===== config.mk =====
export PLATFORM = sky130hd
export DESIGN_NAME = heap_insert_ctrl
export DESIGN_NICKNAME = d
export VERILOG_FILES = /design/src/rtl/heap_pkg.sv /design/src/rtl/heap_cnt_sat.sv /design/src/rtl/heap_insert_ctrl.sv
export SDC_FILE = /design/constraint.sdc
export NUM_CORES = 1
export LEC_CHECK = 0
export CORE_ASPECT_RATIO = 0.8
export CORE_MARGIN = 10
export CORE_UTILIZATION = 46
export CTS_CLUSTER_SIZE = 12
export DETAILED_ROUTE_END_ITERATION = 12
export PLACE_DENSITY = 0.8
export SETUP_SLACK_MARGIN = 0.05
export SLEW_MARGIN = 20
export SYNTH_ARGS = -nofsm -noshare
export SYNTH_HDL_FRONTEND = slang
export SYNTH_HIERARCHICAL = 1
export SYNTH_SLANG_ARGS = --single-unit
export TNS_END_PERCENT = 10

===== constraint.sdc =====
create_clock -name clk -period 4.2 [get_ports clk]
set_input_delay 0.84 -clock clk [delete_from_list [all_inputs] [get_ports clk]]
set_output_delay 0.84 -clock clk [all_outputs]
set_load 0.01 [all_outputs]

===== src/rtl/heap_pkg.sv =====
// Shared definitions for the top-K min-heap front end.
// Holds default widths, the key helpers and the controller state encoding.
package heap_pkg;

  localparam int DATA_W     = 32;
  localparam int KEY_W      = 16;
  localparam int LEVELS_DEF = 5;
  localparam logic [DATA_W-1:0] INIT_DATA_DEF = '0;

  typedef logic [DATA_W-1:0] item_t;
  typedef logic [KEY_W-1:0]  key_t;

  typedef enum logic [2:0] {
    ST_UNINIT,
    ST_INIT_PULSE,
    ST_INIT_WAIT,
    ST_RUN,
    ST_WAIT_ROOT,
    ST_DRAIN
  } state_t;

  function automatic key_t key_of(input item_t item);
    return item[KEY_W-1:0];
  endfunction

  // Unsigned compare; ties are not "greater", so equal keys are dropped.
  function automatic logic key_gt(input key_t a, input key_t b);
    return a > b;
  endfunction

endpackage


===== src/rtl/heap_cnt_sat.sv =====
// Saturating up-counter with synchronous clear.
// Holds at all-ones instead of wrapping.
module heap_cnt_sat #(
  parameter int WIDTH = 16
) (
  input  logic             clk,
  input  logic             rst,
  input  logic             clr,
  input  logic             inc,
  output logic [WIDTH-1:0] cnt
);

  always_ff @(posedge clk) begin
    if (rst || clr) begin
      cnt <= '0;
    end else if (inc && (cnt != '1)) begin
      cnt <= cnt + 1'b1;
    end
  end

endmodule


===== src/rtl/heap_insert_ctrl.sv =====
// Front-end sequencer for the pipelined top-K min-heap: init, filter against
// the shadow root, replace-root issue into level 0, and frame drain.
//
// state       | meaning
// ------------+------------------------------------------------------------
// UNINIT      | after reset, heap contents undefined; waiting for init_req
// INIT_PULSE  | one-cycle heap_init to all levels; root and counters cleared
// INIT_WAIT   | waiting out the deepest level's init sweep
// RUN         | accepting candidates; drops one per cycle, inserts go out
// WAIT_ROOT   | replace-root issued; capturing level-0 root write-back
// DRAIN       | last item seen; waiting for the swap ripple, then done
module heap_insert_ctrl
  import heap_pkg::*;
#(
  parameter int DATA_WIDTH = DATA_W,
  parameter int KEY_WIDTH  = KEY_W,
  parameter int LEVELS     = LEVELS_DEF,
  parameter int ADDR_WIDTH = 5,
  parameter int CNT_WIDTH  = 16,
  parameter logic [DATA_WIDTH-1:0] INIT_DATA = '0
) (
  input  logic                  clk,
  input  logic                  rst,
  input  logic                  init_req,
  input  logic                  in_valid,
  output logic                  in_ready,
  input  logic [DATA_WIDTH-1:0] in_data,
  input  logic                  in_last,
  output logic                  heap_init,
  output logic                  heap_update,
  output logic [ADDR_WIDTH-1:0] heap_addr,
  output logic                  heap_branch,
  output logic [DATA_WIDTH-1:0] heap_data,
  input  logic                  root_we,
  input  logic [DATA_WIDTH-1:0] root_data,
  output logic [DATA_WIDTH-1:0] root,
  output logic [CNT_WIDTH-1:0]  acc_cnt,
  output logic [CNT_WIDTH-1:0]  drop_cnt,
  output logic                  busy,
  output logic                  done
);

  localparam int INIT_CYC  = (1 << (LEVELS - 1)) + 1;
  localparam int DRAIN_CYC = 2 * LEVELS + 2;
  localparam int TMR_MAX   = (INIT_CYC > DRAIN_CYC) ? INIT_CYC : DRAIN_CYC;
  localparam int TMR_W     = $clog2(TMR_MAX + 1);
  localparam logic [TMR_W-1:0] INIT_LOAD  = TMR_W'(INIT_CYC);
  localparam logic [TMR_W-1:0] DRAIN_LOAD = TMR_W'(DRAIN_CYC);

  state_t           state_q, state_nx;
  logic [TMR_W-1:0] tmr_q, tmr_nx;
  logic             pend_q, pend_nx;
  logic             last_q, last_nx;
  logic             acc_inc, drop_inc, upd_nx, done_nx;
  logic             hs, cand_gt, tmr_one, init_now;

  assign hs       = in_valid && in_ready;
  assign cand_gt  = key_gt(key_t'(in_data[KEY_WIDTH-1:0]), key_t'(root[KEY_WIDTH-1:0]));
  assign tmr_one  = (tmr_q == TMR_W'(1));
  assign init_now = pend_q || init_req;

  assign heap_addr   = '0;
  assign heap_branch = 1'b0;

  always_comb begin
    state_nx = state_q;
    tmr_nx   = tmr_q;
    pend_nx  = pend_q;
    last_nx  = last_q;
    acc_inc  = 1'b0;
    drop_inc = 1'b0;
    upd_nx   = 1'b0;
    done_nx  = 1'b0;
    case (state_q)
      ST_UNINIT: begin
        if (init_req) state_nx = ST_INIT_PULSE;
      end
      ST_INIT_PULSE: begin
        tmr_nx   = INIT_LOAD;
        state_nx = ST_INIT_WAIT;
      end
      ST_INIT_WAIT: begin
        tmr_nx = tmr_q - TMR_W'(1);
        if (tmr_one) state_nx = init_now ? ST_INIT_PULSE : ST_RUN;
      end
      ST_RUN: begin
        if (init_req) begin
          state_nx = ST_INIT_PULSE;
        end else if (hs) begin
          if (cand_gt) begin
            upd_nx   = 1'b1;
            acc_inc  = 1'b1;
            last_nx  = in_last;
            state_nx = ST_WAIT_ROOT;
          end else begin
            drop_inc = 1'b1;
            if (in_last) begin
              tmr_nx   = DRAIN_LOAD;
              state_nx = ST_DRAIN;
            end
          end
        end
      end
      ST_WAIT_ROOT: begin
        // Level 0 always writes the root back this cycle, so one cycle is enough.
        if (last_q) begin
          tmr_nx   = DRAIN_LOAD;
          state_nx = ST_DRAIN;
        end else begin
          state_nx = init_now ? ST_INIT_PULSE : ST_RUN;
        end
      end
      ST_DRAIN: begin
        tmr_nx = tmr_q - TMR_W'(1);
        if (tmr_one) begin
          done_nx  = 1'b1;
          state_nx = init_now ? ST_INIT_PULSE : ST_RUN;
        end
      end
      default: state_nx = ST_UNINIT;
    endcase
    if (init_req && (state_q inside {ST_INIT_WAIT, ST_WAIT_ROOT, ST_DRAIN})) pend_nx = 1'b1;
    if (state_nx == ST_INIT_PULSE) pend_nx = 1'b0;
  end

  always_ff @(posedge clk) begin
    if (rst) begin
      state_q     <= ST_UNINIT;
      tmr_q       <= '0;
      pend_q      <= 1'b0;
      last_q      <= 1'b0;
      in_ready    <= 1'b0;
      busy        <= 1'b1;
      heap_init   <= 1'b0;
      heap_update <= 1'b0;
      heap_data   <= '0;
      root        <= INIT_DATA;
      done        <= 1'b0;
    end else begin
      state_q     <= state_nx;
      tmr_q       <= tmr_nx;
      pend_q      <= pend_nx;
      last_q      <= last_nx;
      in_ready    <= (state_nx == ST_RUN);
      busy        <= (state_nx != ST_RUN);
      heap_init   <= (state_nx == ST_INIT_PULSE);
      heap_update <= upd_nx;
      done        <= done_nx;
      if (upd_nx) heap_data <= in_data;
      if (state_q == ST_INIT_PULSE) begin
        root <= INIT_DATA;
      end else if (root_we) begin
        root <= root_data;
      end
    end
  end

  heap_cnt_sat #(.WIDTH(CNT_WIDTH)) u_acc_cnt (
    .clk (clk),
    .rst (rst),
    .clr (state_q == ST_INIT_PULSE),
    .inc (acc_inc),
    .cnt (acc_cnt)
  );

  heap_cnt_sat #(.WIDTH(CNT_WIDTH)) u_drop_cnt (
    .clk (clk),
    .rst (rst),
    .clr (state_q == ST_INIT_PULSE),
    .inc (drop_inc),
    .cnt (drop_cnt)
  );

endmodule

* After elaboration in Yosys (flattened, before gate mapping) *
Index checks and enable logic that the tools add are counted.

cells by class
  add/subtract/negate cells = 3
  $lt $le $gt $ge = 1
  equal/unequal tests = 16
  multiplexer cells = 24
  bitwise gates (word level) = 2
  reduce and logical (&&, ||, !) cells = 15

operators with widths
  operator                                                count
  adder 16 x 1 -> 16 bit (second input constant)          2
  inequality test 16 bit (second input constant)          2
  two-way mux 5 bit                                       5
  two-way mux 3 bit                                       7
  one-hot mux 5 bit (4 select lines)                      1
  greater-than comparator 16 bit                          1
  one-hot mux 3 bit (5 select lines)                      1
  inequality test 2 bit (second input constant)           5
  == test 3 x 2 -> 1 bit (second input constant)          3
  two-way mux 1 bit                                       9
  OR reduction 2 bit                                      4
  == test 3 x 1 -> 1 bit (second input constant)          2
  == test 3 bit (second input constant)                   2
  AND reduction 6 bit                                     1
  == test 5 x 1 -> 1 bit (second input constant)          1
  subtractor 5 x 1 -> 5 bit (second input constant)       1
  logical AND 1 bit                                       4
  AND reduction 4 bit                                     1
  nonzero test 4 bit                                      1
  zero test 3 bit                                         1
  inequality test 3 x 2 -> 1 bit (second input constant)  1
  nonzero test 3 bit                                      1
  logical OR 1 bit                                        2
  two-way mux 2 bit                                       1
  inverter 1 bit                                          2

storage, ports and cells
  bits in registers = 111
  output and inout port bits = 107
  logic and storage cells = 74

* Logic depth before layout (Yosys ltp) *
  depth after elaboration = 7
  mapped depth = 12
  depth with buffers taken out = 11

* Cells and area by module *
Netlist, hierarchy kept.

by module, submodules not included
  module            times used  cells each  area each (sq um)
  heap_insert_ctrl  1           382         3637.2
  heap_cnt_sat      2           95          847.1

* Worst setup path before layout *
OpenSTA, ideal clock, no wires.

  path kind = input to register
  from = in in_data[15]
  to = reg u_acc_cnt.cnt[14]
  library setup time = 0.070 ns
  data arrival time = 3.262 ns
  required time = 4.130 ns
  path slack = 0.868 ns
  stages = 11
  path buffers = 2
  path through = ha_1 nand4_2 nor4_2 a21bo_2 a311oi_2 buf_6 buf_12 nand4_1 a41o_1 or3_1 a21oi_1

on the way
  longest elaborated chain between the ends = 6

RTL lines
  what                            line                    source
  start: declaration              heap_insert_ctrl.sv:27  input logic [DATA_WIDTH-1:0] in_data,
  greater-than comparator 16 bit  heap_pkg.sv:28          return a > b;
  two-way mux 1 bit               heap_insert_ctrl.sv:90  if (cand_gt) begin
  two-way mux 1 bit               heap_insert_ctrl.sv:89  end else if (hs) begin
  two-way mux 1 bit               heap_insert_ctrl.sv:87  if (init_req) begin
  two-way mux 1 bit               heap_insert_ctrl.sv:74  case (state_q)
  via acc_inc                     heap_insert_ctrl.sv:54  logic acc_inc, drop_inc, upd_nx, done_nx;
  logical AND 1 bit               heap_cnt_sat.sv:16      end else if (inc && (cnt != '1)) begin
  end signal: assignment          heap_cnt_sat.sv:17      cnt <= cnt + 1'b1;
  end: declaration                heap_cnt_sat.sv:10      output logic [WIDTH-1:0] cnt

The timed path passes the listed nets, and every way through them passes these cells.
A chain may end at the register's enable or synchronous reset.

* Worst setup path in the final report *
  from = in in_data[15]
  to = reg u_acc_cnt.cnt[15]

on the way
  longest elaborated chain between the ends = 6

RTL lines
  what                            line
  greater-than comparator 16 bit  heap_pkg.sv:28
  two-way mux 1 bit               heap_insert_ctrl.sv:90
  two-way mux 1 bit               heap_insert_ctrl.sv:89
  two-way mux 1 bit               heap_insert_ctrl.sv:87
  two-way mux 1 bit               heap_insert_ctrl.sv:74
  logical AND 1 bit               heap_cnt_sat.sv:16

Every way passes these cells.

==> impl_metrics.sql <==
INSERT INTO impl_metrics (metric_group, metric, value, unit) VALUES
('run_status', 'outcome', 'finished, final reports clean', ''),
('worst_setup_path', 'setup.worst_path.start_class', 'input pin', ''),
('synth', 'synth.largest_area_cell', 'sky130_fd_sc_hd__dfxtp_1', ''),
('clock_network', 'tritoncts.num_buffers', '9', ''),
('placement', 'place.detailed.hpwl', '11990', 'um'),
('worst_hold_path', 'min_path_type', 'reg -> reg', ''),
('route', 'post_route_drc', '0', ''),
('synth', 'synth.lib_cells_used.distinct', '66', ''),
('placement', 'place.detailed.instances', '868', ''),
('floorplan', 'ioPinCount', '177', ''),
('finish', 'antenna_cells_inserted', '0', ''),
('sta', 'tns_setup', '0', 'ps'),
('synth', 'yosys.area.top_type_share', '41.68', '%'),
('route', 'first_pass_drt_iterations', '5', ''),
('floorplan', 'initial_cell_density_of_the_core', '46.64', '%'),
('clock_network', 'cts_tree', 'built', ''),
('synth', 'netlist_top_cells_area', 'sky130_fd_sc_hd__dfxtp_1 42%, sky130_fd_sc_hd__mux2i_1 12%, sky130_fd_sc_hd__nor2_1 6.5%', ''),
('clock_network', 'cts_setup_buffers', '0', ''),
('route', 'viasPerCell', '5.474', ''),
('clock_network', 'cts.reportedPaths.clkPinSlew', '70', 'ps'),
('finish', 'final_nets', '821', ''),
('sta', 'setup_viol', '0', ''),
('finish', 'fillCellCount', '934', ''),
('worst_setup_path', 'arrival_time_worst_endpoint', '3840', 'ps'),
('flow_run', 'cap_violations', '0', ''),
('worst_setup_path', 'crit_path_max_fanout', '17', ''),
('route', 'drtIter0Drc', '349', ''),
('route', 'antenna_left', '0', ''),
('floorplan', 'core_region_area', '11430', 'um2'),
('route', 'vias', '4839', ''),
('synth', 'asyncSetResetFlopFracSynth', '0', '%'),
('clock_network', 'clock_tree_buf_depth', '2', ''),
('global_route', 'pin_count_of_the_biggest_net_entering_global_routing', '47', ''),
('clock_network', 'postCtsHoldBufs', '0', ''),
('synth', 'commonest_cells_in_the_synthesized_netlist', '111 x sky130_fd_sc_hd__dfxtp_1, 93 x sky130_fd_sc_hd__nor2_1, 65 x sky130_fd_sc_hd__mux2i_1', ''),
('synth', 'postSynthRegisterBits', '111', ''),
('clock_network', 'clk_latency', '350', 'ps'),
('sta', 'worst_slew_margin_rel', '34.42', '%'),
('synth', 'ys.warnings.count', '6', ''),
('finish', 'flow.area_growth_from_synthesis', '37.90', '%'),
('synth', 'synthFlopType', 'sky130_fd_sc_hd__dfxtp_1', ''),
('sta', 'layout_min_cycle_time', '3560', 'ps'),
('worst_setup_path', 'timing.setup.critical_path_class', 'in -> reg', ''),
('synth', 'synth.cell_area', '5331', 'um2'),
('global_route', 'number_of_global_route_vias_before_repair', '4837', ''),
('clock_network', 'post_cts.resized_instances', '0', ''),
('sta', 'finalClockSkew', '8.083', 'ps'),
('global_route', 'grtUsageTotal', '18.22', '%'),
('finish', 'post_layout_nonfiller_instances', '884', ''),
('global_route', 'grt.overflow.total', '0', ''),
('worst_setup_path', 'crit_path_cell_trace', 'clkdlybuf4s50_1 -> ha_1 -> nand4_2 -> nor4_2 -> a21bo_2 -> a311oi_4 -> buf_4 -> nand4_4 -> or4_1 -> a21oi_1', ''),
('route', 'route.detailed.wl_per_inst', '17.52', 'um'),
('finish', 'layout-drive-gt1-share', '5.978', '%'),
('power_and_ir_drop', 'leakage', '2.770', 'nW'),
('synth', 'number_of_enable_flip_flop_cells_after_synthesis', '0', ''),
('placement', 'routabilityCongestion', '0.9225', ''),
('clock_network', 'clock_sinks', '111', ''),
('worst_setup_path', 'slowest_stage', 'sky130_fd_sc_hd__or4_1', ''),
('power_and_ir_drop', 'vdd_drop_max', '0.1963', 'mV'),
('floorplan', 'design.die.area', '16320', 'um2'),
('sta', 'worst_slew_pin_slew', '983.7', 'ps'),
('route', 'wl', '15490', 'um'),
('sta', 'final-max-slew-violation-count', '0', ''),
('floorplan', 'number_of_core_rows', '35', ''),
('worst_setup_path', 'endpoint_kind', 'flip-flop', ''),
('clock_network', 'h_tree_lvl_count', '3', ''),
('floorplan', 'die-height', '116.3', 'um'),
('clock_network', 'cts.root.buffer_cell', 'sky130_fd_sc_hd__clkbuf_16', ''),
('synth', 'yosysMostFrequentCell', 'sky130_fd_sc_hd__dfxtp_1', ''),
('placement', 'port-buffer-count', '170', ''),
('synth', 'syn_area_per_cell', '9.321', 'um2');
kinds of logic after synthesis:
logic type	synth area share, %
mux	12.20
flops	41.68
fa+ha+maj	4.694
compound gates	13.45
other cells	0.07034
xor+xnor	1.314
buf+inv	5.445
simple gates	21.15
flip-flops by register name, indices dropped and copies added, names as in the netlist:
| register | flops |
|---|---|
| u_acc_cnt/cnt | 16 |
| u_drop_cnt/cnt | 16 |
| heap_init | 1 |
| root | 32 |
| heap_data | 32 |
| state_q | 3 |
| tmr_q | 5 |
| busy | 1 |
| last_q | 1 |
| heap_update | 1 |
| in_ready | 1 |
| pend_q | 1 |
| done | 1 |
report_power, final:
part | leakage, nW | switching (W) | total, W | internal (W)
combinational | 1.73 | 0.000158 | 0.000324 | 0.000165
clock | 0.142 | 0.000382 | 0.000816 | 0.000434
sequential | 0.900 | 0.0000297 | 0.00111 | 0.00108
final cells by class:
type	instances	area [um2]	share of cell area, %
clock buffer	11	252.7	3.438
clock inverter	5	31.28	0.4255
inverter	24	90.09	1.225
multi-input combinational	411	2849	38.75
sequential	111	2222	30.22
tap	148	185.2	2.519
timing repair buffer	174	1722	23.42
per-layer routing:
metal	global-route usage (%)	routed length [um]	part of all wire, %
met4	5.014	242	1.6
met1	20.70	6413	41
met2	30.42	7361	48
met5	0	0	0
met3	8.330	1472	9.5
metrics by stage:
| step | setup WS, ps | instance area (um2) | total power (W) | hold slack, ps | utilization [%] |
|---|---|---|---|---|---|
| after detailed placement | 280.3 | 7068 | 0.001459 | 483.5 | 61.84 |
| after CTS | 649.8 | 7352 | 0.002274 | 497.3 | 64.32 |
| after global routing | 438.8 | 7352 | 0.002353 | 526.2 | 64.32 |
| after floorplan | 868.0 | 5350 | 0.001303 | 464.2 | - |
| final | 639.7 | 7352 | 0.002253 | 498.7 | 64.32 |
| after global placement | 351.7 | 7068 | 0.001445 | 471.0 | 61.84 |
path summary, 6_finish.rpt:
kind / cells past startpoint / endpoint / from / slack, ps
setup reg to reg: 10 / u_acc_cnt/cnt[15] / root[15] / 1160
hold / removal: 2 / heap_data[21] / heap_data[21] / 500
hold reg to reg: 2 / heap_data[21] / heap_data[21] / 500
setup / recovery: 10 / u_acc_cnt/cnt[15] / in_data[15] / 640
placed cells by master, fill, tap and decap left out, types with 11 or more instances in the layout:
cell,netlist,layout
sky130_fd_sc_hd__a21oi_1,31,31
sky130_fd_sc_hd__clkdlybuf4s50_1,0,168
sky130_fd_sc_hd__dfxtp_1,111,111
sky130_fd_sc_hd__ha_1,20,20
sky130_fd_sc_hd__inv_1,24,24
sky130_fd_sc_hd__mux2i_1,65,65
sky130_fd_sc_hd__nand2_1,25,25
sky130_fd_sc_hd__nand3_1,11,11
sky130_fd_sc_hd__nand4_1,11,11
sky130_fd_sc_hd__nor2_1,93,93
sky130_fd_sc_hd__o21ai_0,18,18
sky130_fd_sc_hd__or3_1,11,11
critical path: cells and delay by family:
kind	cells	cell delay, ps
compound gates	3	700
buf+inv	2	780
simple gates	4	1150
fa+ha+maj	1	340
Power figures use the tool's default switching activity.
